$ cat config.mk
export PLATFORM = sky130hd
export DESIGN_NAME = lane_seq_ctrl
export DESIGN_NICKNAME = d
export VERILOG_FILES = /design/src/rtl/lane_seq_ctrl.sv
export SDC_FILE = /design/constraint.sdc
export NUM_CORES = 1
export LEC_CHECK = 0
export CAP_MARGIN = 20
export CELL_PAD_IN_SITES_DETAIL_PLACEMENT = 1
export CELL_PAD_IN_SITES_GLOBAL_PLACEMENT = 1
export CORE_MARGIN = 4
export CORE_UTILIZATION = 34
export DETAILED_ROUTE_END_ITERATION = 16
export GPL_TIMING_DRIVEN = 0
export PLACE_DENSITY_LB_ADDON = 0.1
export SYNTH_ARGS = -nofsm -noshare
export SYNTH_HDL_FRONTEND = slang
export SYNTH_SLANG_ARGS = --single-unit
export TNS_END_PERCENT = 20
$ cat constraint.sdc
create_clock -name clk -period 2.4 [get_ports clk]
set_input_delay 0.24 -clock clk [delete_from_list [all_inputs] [get_ports clk]]
set_output_delay 0.24 -clock clk [all_outputs]
set_load 0.02 [all_outputs]
$ cat src/rtl/lane_seq_ctrl.sv
// lane_seq_ctrl: streams one genome from gene memory into a processing lane.
// Reads are issued straight from the FSM (1-cycle SRAM latency), returning
// data lands in a 2-entry skid buffer whose head drives the lane.
// Optional feature macro: LANE_SEQ_EVAL_PASS_EN (adds a second, EVAL pass).
//
// Handshake: a lane beat transfers on any rising edge where
// lane_valid && lane_ready; while lane_valid && !lane_ready the beat
// (lane_gene) holds stable, and lane_valid never drops without a transfer.
//
// The FSM state register state_q is the observation point for checkers.
module lane_seq_ctrl #(
    parameter int GENE_SZ = 64,
    parameter int ADDR_SZ = 10,
    parameter int CNT_SZ  = 10
) (
    input  logic               clk,
    input  logic               rst,
    input  logic               start,
    input  logic [ADDR_SZ-1:0] base_addr,
    input  logic [CNT_SZ-1:0]  gene_cnt,
    output logic               busy,
    output logic               done,
    output logic               mem_rd_en,
    output logic [ADDR_SZ-1:0] mem_addr,
    input  logic [GENE_SZ-1:0] mem_rd_data,
    output logic [1:0]         lane_state,
    output logic [GENE_SZ-1:0] lane_gene,
    output logic               lane_valid,
    input  logic               lane_ready
);

    typedef enum logic [2:0] {
        ST_IDLE  = 3'd0,
        ST_SCAN  = 3'd1,
`ifdef LANE_SEQ_EVAL_PASS_EN
        ST_EVAL  = 3'd2,
`endif
        ST_DRAIN = 3'd3,
        ST_FIN   = 3'd4
    } state_t;

    localparam logic [1:0] PH_SCAN = 2'b00;
    localparam logic [1:0] PH_EVAL = 2'b01;
    localparam logic [1:0] PH_IDLE = 2'b11;

    // FSM and run context
    state_t              state_q, state_d;
    logic [CNT_SZ-1:0]   cnt_q, cnt_d;
    logic [ADDR_SZ-1:0]  rd_addr_q, rd_addr_d;
    logic [CNT_SZ-1:0]   rd_cnt_q, rd_cnt_d;
    logic [CNT_SZ-1:0]   acc_cnt_q, acc_cnt_d;
    logic                busy_q, busy_d;
    logic                done_q, done_d;
`ifdef LANE_SEQ_EVAL_PASS_EN
    logic [ADDR_SZ-1:0]  base_q, base_d;
`endif

    // Read pipeline and skid buffer (entry 0 is the head)
    logic                inflight_q, inflight_d;
    logic [GENE_SZ-1:0]  skid0_q, skid0_d;
    logic [GENE_SZ-1:0]  skid1_q, skid1_d;
    logic [1:0]          sk_cnt_q, sk_cnt_d;

    // Flow-control terms
    logic                in_pass;
    logic                reads_left;
    logic [1:0]          occ;
    logic                pop;
    logic                push;
    logic                issue;
    logic                last_acc;

    // Flow control: occupancy counts the read in flight plus buffered genes,
    // so a new read is only issued when its data is guaranteed a slot.
    always_comb begin
        in_pass    = (state_q == ST_SCAN)
`ifdef LANE_SEQ_EVAL_PASS_EN
                     || (state_q == ST_EVAL)
`endif
                     ;
        lane_valid = (sk_cnt_q != 2'd0);
        pop        = lane_valid && lane_ready;
        push       = inflight_q;
        occ        = sk_cnt_q + {1'b0, inflight_q};
        reads_left = in_pass && (rd_cnt_q != cnt_q);
        issue      = reads_left && !rst &&
                     ((occ < 2'd2) || ((occ == 2'd2) && pop));
        last_acc   = in_pass && pop && (acc_cnt_q == (cnt_q - CNT_SZ'(1)));
    end

    // Output decode: memory strobe/address and lane phase/gene
    always_comb begin
        mem_rd_en = issue;
        mem_addr  = issue ? rd_addr_q : '0;
        lane_gene = lane_valid ? skid0_q : '0;
        busy      = busy_q;
        done      = done_q;
        case (state_q)
            ST_SCAN: lane_state = PH_SCAN;
`ifdef LANE_SEQ_EVAL_PASS_EN
            ST_EVAL: lane_state = PH_EVAL;
`endif
            default: lane_state = PH_IDLE;
        endcase
    end

    // Skid buffer next state: FIFO order kept on simultaneous push and pop
    always_comb begin
        skid0_d    = skid0_q;
        skid1_d    = skid1_q;
        sk_cnt_d   = sk_cnt_q;
        inflight_d = issue;
        case ({push, pop})
            2'b10: begin
                if (sk_cnt_q == 2'd0) begin
                    skid0_d = mem_rd_data;
                end else begin
                    skid1_d = mem_rd_data;
                end
                sk_cnt_d = sk_cnt_q + 2'd1;
            end
            2'b01: begin
                skid0_d  = skid1_q;
                sk_cnt_d = sk_cnt_q - 2'd1;
            end
            2'b11: begin
                if (sk_cnt_q == 2'd1) begin
                    skid0_d = mem_rd_data;
                end else begin
                    skid0_d = skid1_q;
                    skid1_d = mem_rd_data;
                end
            end
            default: ;
        endcase
    end

    // FSM next state, pass counters and run status
    always_comb begin
        state_d   = state_q;
        cnt_d     = cnt_q;
        rd_addr_d = rd_addr_q;
        rd_cnt_d  = rd_cnt_q;
        acc_cnt_d = acc_cnt_q;
        busy_d    = (state_q != ST_IDLE) && (state_q != ST_FIN);
        done_d    = (state_q == ST_FIN);
`ifdef LANE_SEQ_EVAL_PASS_EN
        base_d    = base_q;
`endif

        if (issue) begin
            rd_addr_d = rd_addr_q + ADDR_SZ'(1);
            rd_cnt_d  = rd_cnt_q + CNT_SZ'(1);
        end
        if (in_pass && pop) begin
            acc_cnt_d = acc_cnt_q + CNT_SZ'(1);
        end

        case (state_q)
            ST_IDLE: begin
                if (start) begin
                    busy_d = 1'b1;
                    if (gene_cnt != '0) begin
                        cnt_d     = gene_cnt;
                        rd_addr_d = base_addr;
                        rd_cnt_d  = '0;
                        acc_cnt_d = '0;
`ifdef LANE_SEQ_EVAL_PASS_EN
                        base_d    = base_addr;
`endif
                        state_d   = ST_SCAN;
                    end else begin
                        state_d   = ST_FIN;
                    end
                end
            end
            ST_SCAN: begin
                // Pass ends on the final accept; lane_state keeps the pass
                // code during that cycle so the last beat sees the right phase.
                if (last_acc) begin
`ifdef LANE_SEQ_EVAL_PASS_EN
                    rd_addr_d = base_q;
                    rd_cnt_d  = '0;
                    acc_cnt_d = '0;
                    state_d   = ST_EVAL;
`else
                    state_d   = ST_DRAIN;
`endif
                end
            end
`ifdef LANE_SEQ_EVAL_PASS_EN
            ST_EVAL: begin
                if (last_acc) begin
                    state_d = ST_DRAIN;
                end
            end
`endif
            ST_DRAIN: state_d = ST_FIN;
            ST_FIN:   state_d = ST_IDLE;
            default:  state_d = ST_IDLE;
        endcase
    end

    // State registers; reset abandons any run and drops in-flight data
    always_ff @(posedge clk) begin
        if (rst) begin
            state_q    <= ST_IDLE;
            cnt_q      <= '0;
            rd_addr_q  <= '0;
            rd_cnt_q   <= '0;
            acc_cnt_q  <= '0;
            busy_q     <= 1'b0;
            done_q     <= 1'b0;
            inflight_q <= 1'b0;
            skid0_q    <= '0;
            skid1_q    <= '0;
            sk_cnt_q   <= 2'd0;
`ifdef LANE_SEQ_EVAL_PASS_EN
            base_q     <= '0;
`endif
        end else begin
            state_q    <= state_d;
            cnt_q      <= cnt_d;
            rd_addr_q  <= rd_addr_d;
            rd_cnt_q   <= rd_cnt_d;
            acc_cnt_q  <= acc_cnt_d;
            busy_q     <= busy_d;
            done_q     <= done_d;
            inflight_q <= inflight_d;
            skid0_q    <= skid0_d;
            skid1_q    <= skid1_d;
            sk_cnt_q   <= sk_cnt_d;
`ifdef LANE_SEQ_EVAL_PASS_EN
            base_q     <= base_d;
`endif
        end
    end

endmodule

## Yosys cells after proc, flatten, opt, wreduce, memory -nomap -nowiden

Index checks and enable logic that the tools add are counted.

- Output and inout port bits: 80
- Input bits: 88
- Word-level logic and storage cells: 85
- Bits in registers: 176

- $add $sub $neg: 7
- Multiplexer cells: 28
- Equality and inequality tests: 16
- $lt $le $gt $ge: 1
- Reduce and logical (&&, ||, !) cells: 22

Operators by type and width:

| operator | number |
|---|---|
| two-way mux 64 bit | 5 |
| one-hot mux 64 bit (3 select lines) | 1 |
| two-way mux 10 bit | 13 |
| one-hot mux 64 bit (2 select lines) | 1 |
| adder 10 x 1 -> 10 bit, second input constant | 3 |
| == test 10 bit | 1 |
| != test 10 bit | 1 |
| nonzero test 10 bit | 1 |
| subtractor 10 x 1 -> 10 bit, second input constant | 1 |
| two-way mux 3 bit | 3 |
| one-hot mux 3 bit (3 select lines) | 1 |
| logical AND 1 bit | 8 |
| != test 2 bit, second input constant | 4 |
| == test 2 bit, second input constant | 3 |
| AND reduction 3 bit | 2 |
| nonzero test 2 bit | 3 |
| nonzero test 3 bit | 2 |
| == test 2 x 1 -> 1 bit, second input constant | 2 |
| one-hot mux 2 bit (2 select lines) | 1 |
| AND reduction 2 bit | 2 |
| == test 3 x 1 -> 1 bit, second input constant | 1 |
| == test 3 x 2 -> 1 bit, second input constant | 1 |
| == test 3 bit, second input constant | 1 |
| zero test 3 bit | 1 |
| other kinds (11) | 12 |

## Logic depth before layout (Yosys ltp)

Gate-level depths: netlist of the first run.

- Word-level depth: 9
- Mapped depth: 13
- Gate-level depth less buffers: 10

## Worst setup path after synthesis of the first run

OpenSTA, ideal clock, no wires.

- Path kind: reg2reg
- Start: reg sk_cnt_q[0]
- End: reg skid0_q[10]
- Cell stages (with the launch flop): 13
- Data arrival time: 2316 ps
- Setup time: 86 ps
- Required time: 2314 ps
- Setup slack: -2 ps
- Period minus slack after synthesis: 2402 ps
- Path buffers: 3
- Path through: dfxtp_1 > inv_1 > ha_1 > inv_1 > nand2_1 > inv_2 > ha_1 > clkbuf_1 > a21o_1 > clkbuf_1 > buf_1 > a22oi_1 > a211oi_1

- Cells in the longest elaborated chain, start to end: 5
- Elaborated cells between the ends (all ways): 12
- Classes of those cells: 5 x eq/ne; 2 x mux; 5 x reduce/logical

RTL lines:

| item | line | RTL |
|---|---|---|
| from (decl) | 62 | `logic [1:0] sk_cnt_q, sk_cnt_d;` |
| from (signal assigned) | 232 | `sk_cnt_q <= sk_cnt_d;` |
| nonzero test 2 bit * | 81 | `lane_valid = (sk_cnt_q != 2'd0);` |
| net lane_valid | 28 | `output logic lane_valid,` |
| logical AND 1 bit * | 82 | `pop = lane_valid && lane_ready;` |
| == test 2 bit / == test 2 x 1 -> 1 bit (equally long branches) | 113 | `case ({push, pop})` |
| != test 2 bit (no line) / nonzero test 3 bit (equally long branches) | n/a |  |
| AND reduction 2 bit (no line) | n/a |  |
| to (signal assigned) | 230 | `skid0_q <= skid0_d;` |
| to (decl) | 60 | `logic [GENE_SZ-1:0] skid0_q, skid0_d;` |

The timed path passes the listed nets; every way through them passes the cells marked *.
A chain may end at the register's enable or synchronous reset.

## Worst setup path after layout of the first run

- Start: reg sk_cnt_q[0]
- End: out mem_addr[9]

- Cells in the longest elaborated chain, start to end: 6
- Elaborated cells between the ends (all ways): 9
- Classes of those cells: 1 x add/sub; 1 x order compare; 1 x eq/ne; 1 x mux; 5 x reduce/logical

RTL lines:

| item | line | RTL |
|---|---|---|
| adder 2 x 1 -> 2 bit / nonzero test 2 bit (equally long branches) | 84, 81 |  |
| == test 2 bit / logical AND 1 bit (equally long branches) | 87, 82 |  |
| logical AND 1 bit | 87 | `((occ < 2'd2) \|\| ((occ == 2'd2) && pop));` |
| logical OR 1 bit * | 87 |  |
| logical AND 1 bit * | 86 | `issue = reads_left && !rst &&` |
| two-way mux 10 bit * | 94 | `mem_addr = issue ? rd_addr_q : '0;` |
| to (decl) | 24 | `output logic [ADDR_SZ-1:0] mem_addr,` |

Mark *: on every way between the ends. The rest lies on a longest branch, timed or not.

==> results.md, run 1 <==
- Status: completed
- Clock Latency Late Sink: 0.43 ns
- Reg2reg start: sk_cnt_q[0]
- Total GRT Usage: 0.193
- Setup WS pre-CTS: -0.772 ns
- Simple-gate area share of the yosys netlist: 0.223
- Starting density of the core: 0.345
- Placed cells: 1398
- Post-synthesis xor/xnor area fraction: 0.0560
- Critical R2R Capture: acc_cnt_q[9]
- ANT nets after route: 0
- Post-synthesis mux area share: 0.0167
- WL final: 25000 um
- Main combinational cell family by area after synthesis: simple AND/OR/NAND/NOR gates
- CP Class: flop to output port
- Drt first pass iters: 4
- Worst clock skew: 0.00932 ns
- Max Freq: 424 MHz
- Count of pins over their slew limit: 0
- Worst hold path startpoint: mem_rd_data[7]
- Layout cells sized above 1: 0.107
- Most frequent cells in the layout: dfxtp_1 (170), nand2_1 (149), nor2_1 (113)
- Die Area: 0.0255 sq mm
- Seq cells post-synth: 176
- Crit-path slowest cell: dfxtp_4
- Total power: 11.0 mW
- Number of global-route vias before repair: 7534
- Post-DP HPWL: 18200 um
- DR WL/cell: 17.4 um
- Post-synth EDFFs: 0
- Post-synthesis adder-cell area fraction: 0.0176
- N_diodes: 0
- Hold bufs inserted after CTS: 0
- PwrDens: 1030 mW/mm^2
- Synthesized cell area: 0.00781 sq mm
- CP peak stage delay: 0.38 ns
- Drt drc: 0
- Vias per cell: 5.09
- CTS Buf Count: 17
- TritonCTS sink count: 176
- Fin area: 0.0107 sq mm
- Top cell type's share of synthesized area: 0.451
- Mapped Cells: 947
- Max Fanout on Critical Path: 5
- Global-route wire length before repair: 39900 um
- Tightest Pin Transition: 0.834 ns
- Min-delay worst type: input port to flop
- Met1 Track Usage GR: 0.234
- Final core occ: 0.471
- Width of the die: 160 um
- Asr flop ratio synth: 0
- Io pins: 168
- Clock slew at reported path FFs: 0.07 ns
- Layout Nets: 1234
- Synth Net Count: 1046
- Gpl congestion: 0.782
- Sequential area share after synthesis: 0.451
- WP data arrival: 2.12 ns
- Row count: 55
- Root Buffer: clkbuf_16
- Most common cell after layout, fill and taps aside: dfxtp_1
- Peak supply drop: 0.545 mV
- CP endpoint: mem_addr[9]
- Total negative slack: 0 ns
- Final min period: 2.36 ns
- Biggest area consumer among synthesized cells: dfxtp_1
- Dominant synthesized flop cell: dfxtp_1
- Finished Layout Cells: 1433
- Slew margin rel.: 0.444
- Final Cycle Share: 0.982
- Max Root-Sink Buffers: 2
- Placed Area: 0.00983 sq mm
- Worst setup startpoint: sk_cnt_q[0]
- Worst-path cell chain: inv_2 -> ha_4 -> nor3b_4 -> o2111ai_2 -> a31oi_2 -> buf_6 -> buf_8 -> and2_1 -> buf_6
- Final Hold Viols: 0
- Die H: 160 um
- Setup ws final: 0.0443 ns
- Hold Slack: 0.387 ns
- Htree depth: 4
- Setup crit end kind: output port
- Met2 usage in global routing: 0.350
- Core area: 0.0226 sq mm
- Compound-Gate Fraction of Synth Area: 0.191
- Initial antenna violation count: 1
- Port Buf Inserts: 166
- Synth warn: 0
- Busiest grt layer: met2
- Area delta synth->final: 36.4%
- Total congestion overflow: 0
- Startpoint types: flop
- RSZ-0062 raised after global routing: yes
- Mean post-synth cell area: 8.25 sq um
- Lkg Pwr: 4.19 nW
- DR vias: 7290
- Initial detailed-routing violation count: 260
- WP data required: 2.16 ns
- CTS tree: yes
- R2R Setup Slk: 0.17 ns
- Maximum number of pins on one net before global-route repair: 17
- Crit-path most repeated cell: buf_6
- MaxCap Viol Count: 0
- Synth area leaders: dfxtp_1 (45%), nand2_1 (7.2%), a211oi_1 (7.0%), a22oi_1 (6.2%), nor2_1 (5.4%)
- R2R cell count: 10
- Post-synth cell types: 39
- Final count of negative-setup-slack endpoints: 0
- M3 GR Usage: 0.0366
## sequential cells by signal (all words and copies together) (netlist names), 2 cells and up
| name | cells |
|---|---|
| rd_addr_q | 10 |
| skid0_q | 64 |
| cnt_q | 10 |
| skid1_q | 64 |
| acc_cnt_q | 10 |
| rd_cnt_q | 10 |
| state_q | 3 |
| sk_cnt_q | 2 |
## how the worst min path moves through the flow
| stage | cells past startpoint | endpoint |
|---|---|---|
| floorplan | 2 | skid1_q[0] |
| global placement | 2 | skid1_q[8] |
| global route | 3 | skid1_q[54] |
| finish | 3 | skid1_q[7] |
| detailed placement | 2 | skid1_q[16] |
| CTS | 3 | skid1_q[42] |
## cells in the mapped netlist (all sizes together), types with 2 or more instances
cell / count
nor2b: 64
o21ai: 6
ha: 11
nand3b: 2
a22oi: 65
o22ai: 2
buf: 14
nor3: 5
a211oi: 73
xnor2: 16
and2: 11
nor2: 113
mux2i: 13
nor4: 8
or3: 2
and3: 8
inv: 11
nand3: 7
xor2: 34
nand2: 149
nand4: 13
dfxtp: 176
a31oi: 2
a21oi: 69
clkbuf: 63
## cells by family (layout without fill, tap and decap cells)
| kind of cell | count (synthesis) | count (layout) |
|---|---|---|
| AO/OA/AOI/OAI | 224 | 225 |
| multiplexers | 13 | 13 |
| adder cells (fa/ha/maj) | 11 | 11 |
| flip-flops | 176 | 176 |
| AND/OR/NAND/NOR | 385 | 385 |
| XOR/XNOR | 50 | 50 |
| buffers and inverters | 88 | 288 |
## cell type report
class | count | area (sq um)
fill | 2678 | 12000
multi-input combinational | 684 | 4100
sequential | 176 | 3530
timing repair buffer | 172 | 1650
clock buffer | 18 | 429
buffer | 73 | 370
tap | 285 | 357
clock inverter | 14 | 178
inverter | 11 | 41.3
## report_power, final
part / switching (mW) / leakage [nW] / internal [mW]
Combinational: 2.54 / 2.45 / 1.65
Clock: 1.25 / 0.296 / 1.66
Sequential: 0.325 / 1.44 / 3.53
## per-layer routing
| metal | up-vias | wire length, um |
|---|---|---|
| li1 | 3642 | - |
| met4 | 2 | 223 |
| met5 | - | 13 |
| met2 | 123 | 12900 |
| met1 | 3504 | 10900 |
| met3 | 19 | 932 |
## worst max-delay path, delay by kind of cell (launching register included)
family	cells	cell delay, ns
buffers and inverters	4	0.44
DFF	1	0.38
AOI/OAI and AO/OA	2	0.35
and+or+nand+nor	2	0.33
adders and majority gates	1	0.17
## timing repair
| item | in CTS | in global routing |
|---|---|---|
| resized for setup | 189 | 42 |
| endpoints found under the setup margin | 205 | 135 |
| setup buffers | 3 | 2 |
| pin swaps | 4 | 3 |
| gates cloned | 2 | 1 |
Power figures use the tool's default switching activity.
==> inputs of run 2 (changes only) <==
--- a/config.mk
+++ b/config.mk
@@ -10,7 +10,9 @@
 export CELL_PAD_IN_SITES_GLOBAL_PLACEMENT = 1
 export CORE_MARGIN = 4
 export CORE_UTILIZATION = 34
+export CTS_CLUSTER_SIZE = 24
 export DETAILED_ROUTE_END_ITERATION = 16
+export GPL_ROUTABILITY_DRIVEN = 0
 export GPL_TIMING_DRIVEN = 0
 export PLACE_DENSITY_LB_ADDON = 0.1
 export SYNTH_ARGS = -nofsm -noshare
==> constraint.sdc (replaced) <==
create_clock -name clk -period 2.4 [get_ports clk]
set_input_delay 0.24 -clock clk [delete_from_list [all_inputs] [get_ports clk]]
set_output_delay 0.24 -clock clk [all_outputs]
set_load 0.1 [all_outputs]
==> run 2 against run 1 <==
  * Highest routed layer is now met4
  * First-iteration DRC count grew 3.8%
  * Largest power group unchanged
  * Count of clock-buffer cells in the layout fell by 1
  * Routed wire length is 1.1% lower
  * Critical endpoint is now mem_addr[1]
  * The flow now finishes with violations (negative setup slack)
==> results.md, run 2 (synthesis gave the netlist of run 1 again) <==
- Status: complete, but fails checks
- Failing checks: negative setup slack
- Met2 usage in global routing: 0.313 (-0.0366)
- Global-route wire length before repair: 40000 um (+0.17%)
- Vias per cell: 5.02 (-1.3%)
- TritonCTS sink count: 176 (unchanged)
- Drt first pass iters: 4 (unchanged)
- M3 GR Usage: 0.0395 (+0.00284)
- MaxCap Viol Count: 0 (unchanged)
- Root Buffer: clkbuf_16
- Io pins: 168 (unchanged)
- Number of global-route vias before repair: 7354 (-2.4%)
- Port Buf Inserts: 166 (unchanged)
- CTS tree: yes
- Worst setup startpoint: sk_cnt_q[0]
- Max Root-Sink Buffers: 2 (unchanged)
- Hold Slack: 0.385 ns (-0.00147 ns)
- Final Cycle Share: 1.02 (+0.0344)
- Fin area: 0.0110 sq mm (+3.1%)
- Most frequent cells in the layout: dfxtp_1 (173), nand2_1 (148), nor2_1 (113)
- Tightest Pin Transition: 0.979 ns (+0.145 ns)
- Hold bufs inserted after CTS: 0 (unchanged)
- Min-delay worst type: input port to flop
- Final min period: 2.44 ns (+0.0827 ns)
- RSZ-0062 raised after global routing: yes
- Placed Area: 0.0102 sq mm (+3.4%)
- Sequential Power Share: 0.298 (-0.054)
- DR vias: 7227 (-0.86%)
- Row count: 55 (unchanged)
- Final count of negative-setup-slack endpoints: 10 (+10)
- WP data required: 2.16 ns (about the same)
- Comb pwr share: 0.476 (+0.093)
- Critical R2R Capture: skid0_q[46]
- Clock share of power: 0.226 (-0.040)
- Most common cell after layout, fill and taps aside: dfxtp_1
- Die H: 160 um (unchanged)
- Count of pins over their slew limit: 0 (unchanged)
- WL final: 24700 um (-1.1%)
- Worst clock skew: 0.0110 ns (+0.00173 ns)
- Clock Latency Late Sink: 0.44 ns (about the same)
- Width of the die: 160 um (unchanged)
- Lkg Pwr: 4.08 nW (-2.6%)
- PwrDens: 1170 mW/mm^2 (+14%)
- Setup ws final: -0.0384 ns (-0.0827 ns)
- Placed cells: 1398 (unchanged)
- Core area: 0.0226 sq mm (unchanged)
- P_sw: 5.75 mW (+40%)
- Setup crit end kind: output port
- Final Hold Viols: 0 (unchanged)
- R2R cell count: 12 (+2)
- Peak supply drop: 0.705 mV (+29%)
- CP endpoint: mem_addr[1]
- Max Freq: 410 MHz (-3.4%)
- Regs by FF count: skid0_q (64), skid1_q (64)
- Slew margin rel.: 0.345 (-0.0990)
- Cell Int Power: 7.11 mW (+4.0%)
- Total power: 12.9 mW (+17%)
- Total GRT Usage: 0.193 (+0.000273)
- ANT nets after route: 0 (unchanged)
- Finished Layout Cells: 1440 (+0.49%)
- Maximum number of pins on one net before global-route repair: 17 (unchanged)
- Startpoint types: flop
- Reg2reg start: sk_cnt_q[1]
- Starting density of the core: 0.345 (unchanged)
- CTS Buf Count: 17 (unchanged)
- Post-DP HPWL: 18100 um (-0.13%)
- Htree depth: 4 (unchanged)
- WP data arrival: 2.20 ns (+0.08 ns)
- R2R Setup Slk: 0.15 ns (-0.02 ns)
- Initial antenna violation count: 3 (+2)
- Initial detailed-routing violation count: 270 (+3.8%)
- Clock slew at reported path FFs: 0.07 ns (about the same)
- Drt drc: 0 (unchanged)
- CP Class: flop to output port
- Sw Ratio: 0.447 (+0.0711)
- Total congestion overflow: 0 (unchanged)
- Area delta synth->final: 40.7%
- Final core occ: 0.486 (+0.0147)
- Busiest grt layer: met2
- DR WL/cell: 17.2 um (-1.5%)
- Layout cells sized above 1: 0.180 (+0.0725)
- Met1 Track Usage GR: 0.261 (+0.0271)
- Die Area: 0.0255 sq mm (unchanged)
- Max Fanout on Critical Path: 5 (unchanged)
- Layout Nets: 1240 (+0.49%)
## run 2: changes by cell type in the layout (fill, tap and decap cells not counted), moves of 6 or more
cell,before,now
buf_12,0,12
dlygate4sd2_1,60,2
clkbuf_2,22,16
a22oi_1,64,45
a22oi_2,1,20
clkbuf_8,0,7
clkdlybuf4s50_1,94,88
buf_4,10,30
buf_6,11,17
clkbuf_4,8,34
## run 2: area by class of cell
class / count / area, sq um
clock buffer: 17 / 425
multi-input combinational: 683 / 4210
tap: 285 / 357
clock inverter: 13 / 176
buffer: 76 / 493
fill: 2679 / 11600
antenna: 3 / 7.51
sequential: 176 / 3530
inverter: 11 / 47.5
timing repair buffer: 176 / 1750
## run 2: worst min path at each step
| stage | from | endpoint | cells after the start |
|---|---|---|---|
| 3_5_place_dp | skid1_q[38] | skid1_q[38] | 2 |
| 2_1_floorplan | mem_rd_data[0] | skid1_q[0] | 2 |
| 4_1_cts | mem_rd_data[52] | skid1_q[52] | 3 |
| 5_1_grt | mem_rd_data[54] | skid1_q[54] | 3 |
| 3_3_place_gp | skid1_q[33] | skid1_q[33] | 2 |
| 6_report | mem_rd_data[52] | skid1_q[52] | 3 |
## run 2: through the flow
step	setup TNS [ns]	worst slack, ns
final	-0.316	-0.0384
after global routing	-1.08	-0.109
after floorplan	-19.53	-0.187
after CTS	-0.834	-0.146
after detailed placement	-59.71	-0.986
after global placement	-57.09	-0.965
## run 2: per-layer routing
| layer | up-vias | wire [um] |
|---|---|---|
| li1 | 3649 | - |
| met2 | 110 | 11800 |
| met4 | 0 | 297 |
| met1 | 3448 | 11900 |
| met3 | 20 | 732 |
| met5 | - | 0 |
## run 2: worst max-delay path: stages (launching register included)
cell and delay (ns):
dfxtp_4 0.39, ha_4 0.20, nor3b_2 0.19, o2111ai_2 0.21, a31oi_4 0.29, buf_6 0.17, and2_4 0.16, buf_12 0.17
## run 2: repair_timing
action                                  in CTS  in global routing
buffers inserted                             3                  5
pin swaps                                    4                  4
endpoints found under the setup margin     194                184
cloned                                       2                  0
gates resized for setup                    467                 64
## run 2: power groups by stage
stage          registers, mW  clock network [mW]  logic, mW
3_5_place_dp            3.90                   0       6.02
4_1_cts                 3.84                2.97       6.01
5_1_grt                 3.92                3.09       6.60
6_report                3.84                2.90       6.12
2_1_floorplan           3.81                   0       4.54
3_3_place_gp            3.88                   0       5.97
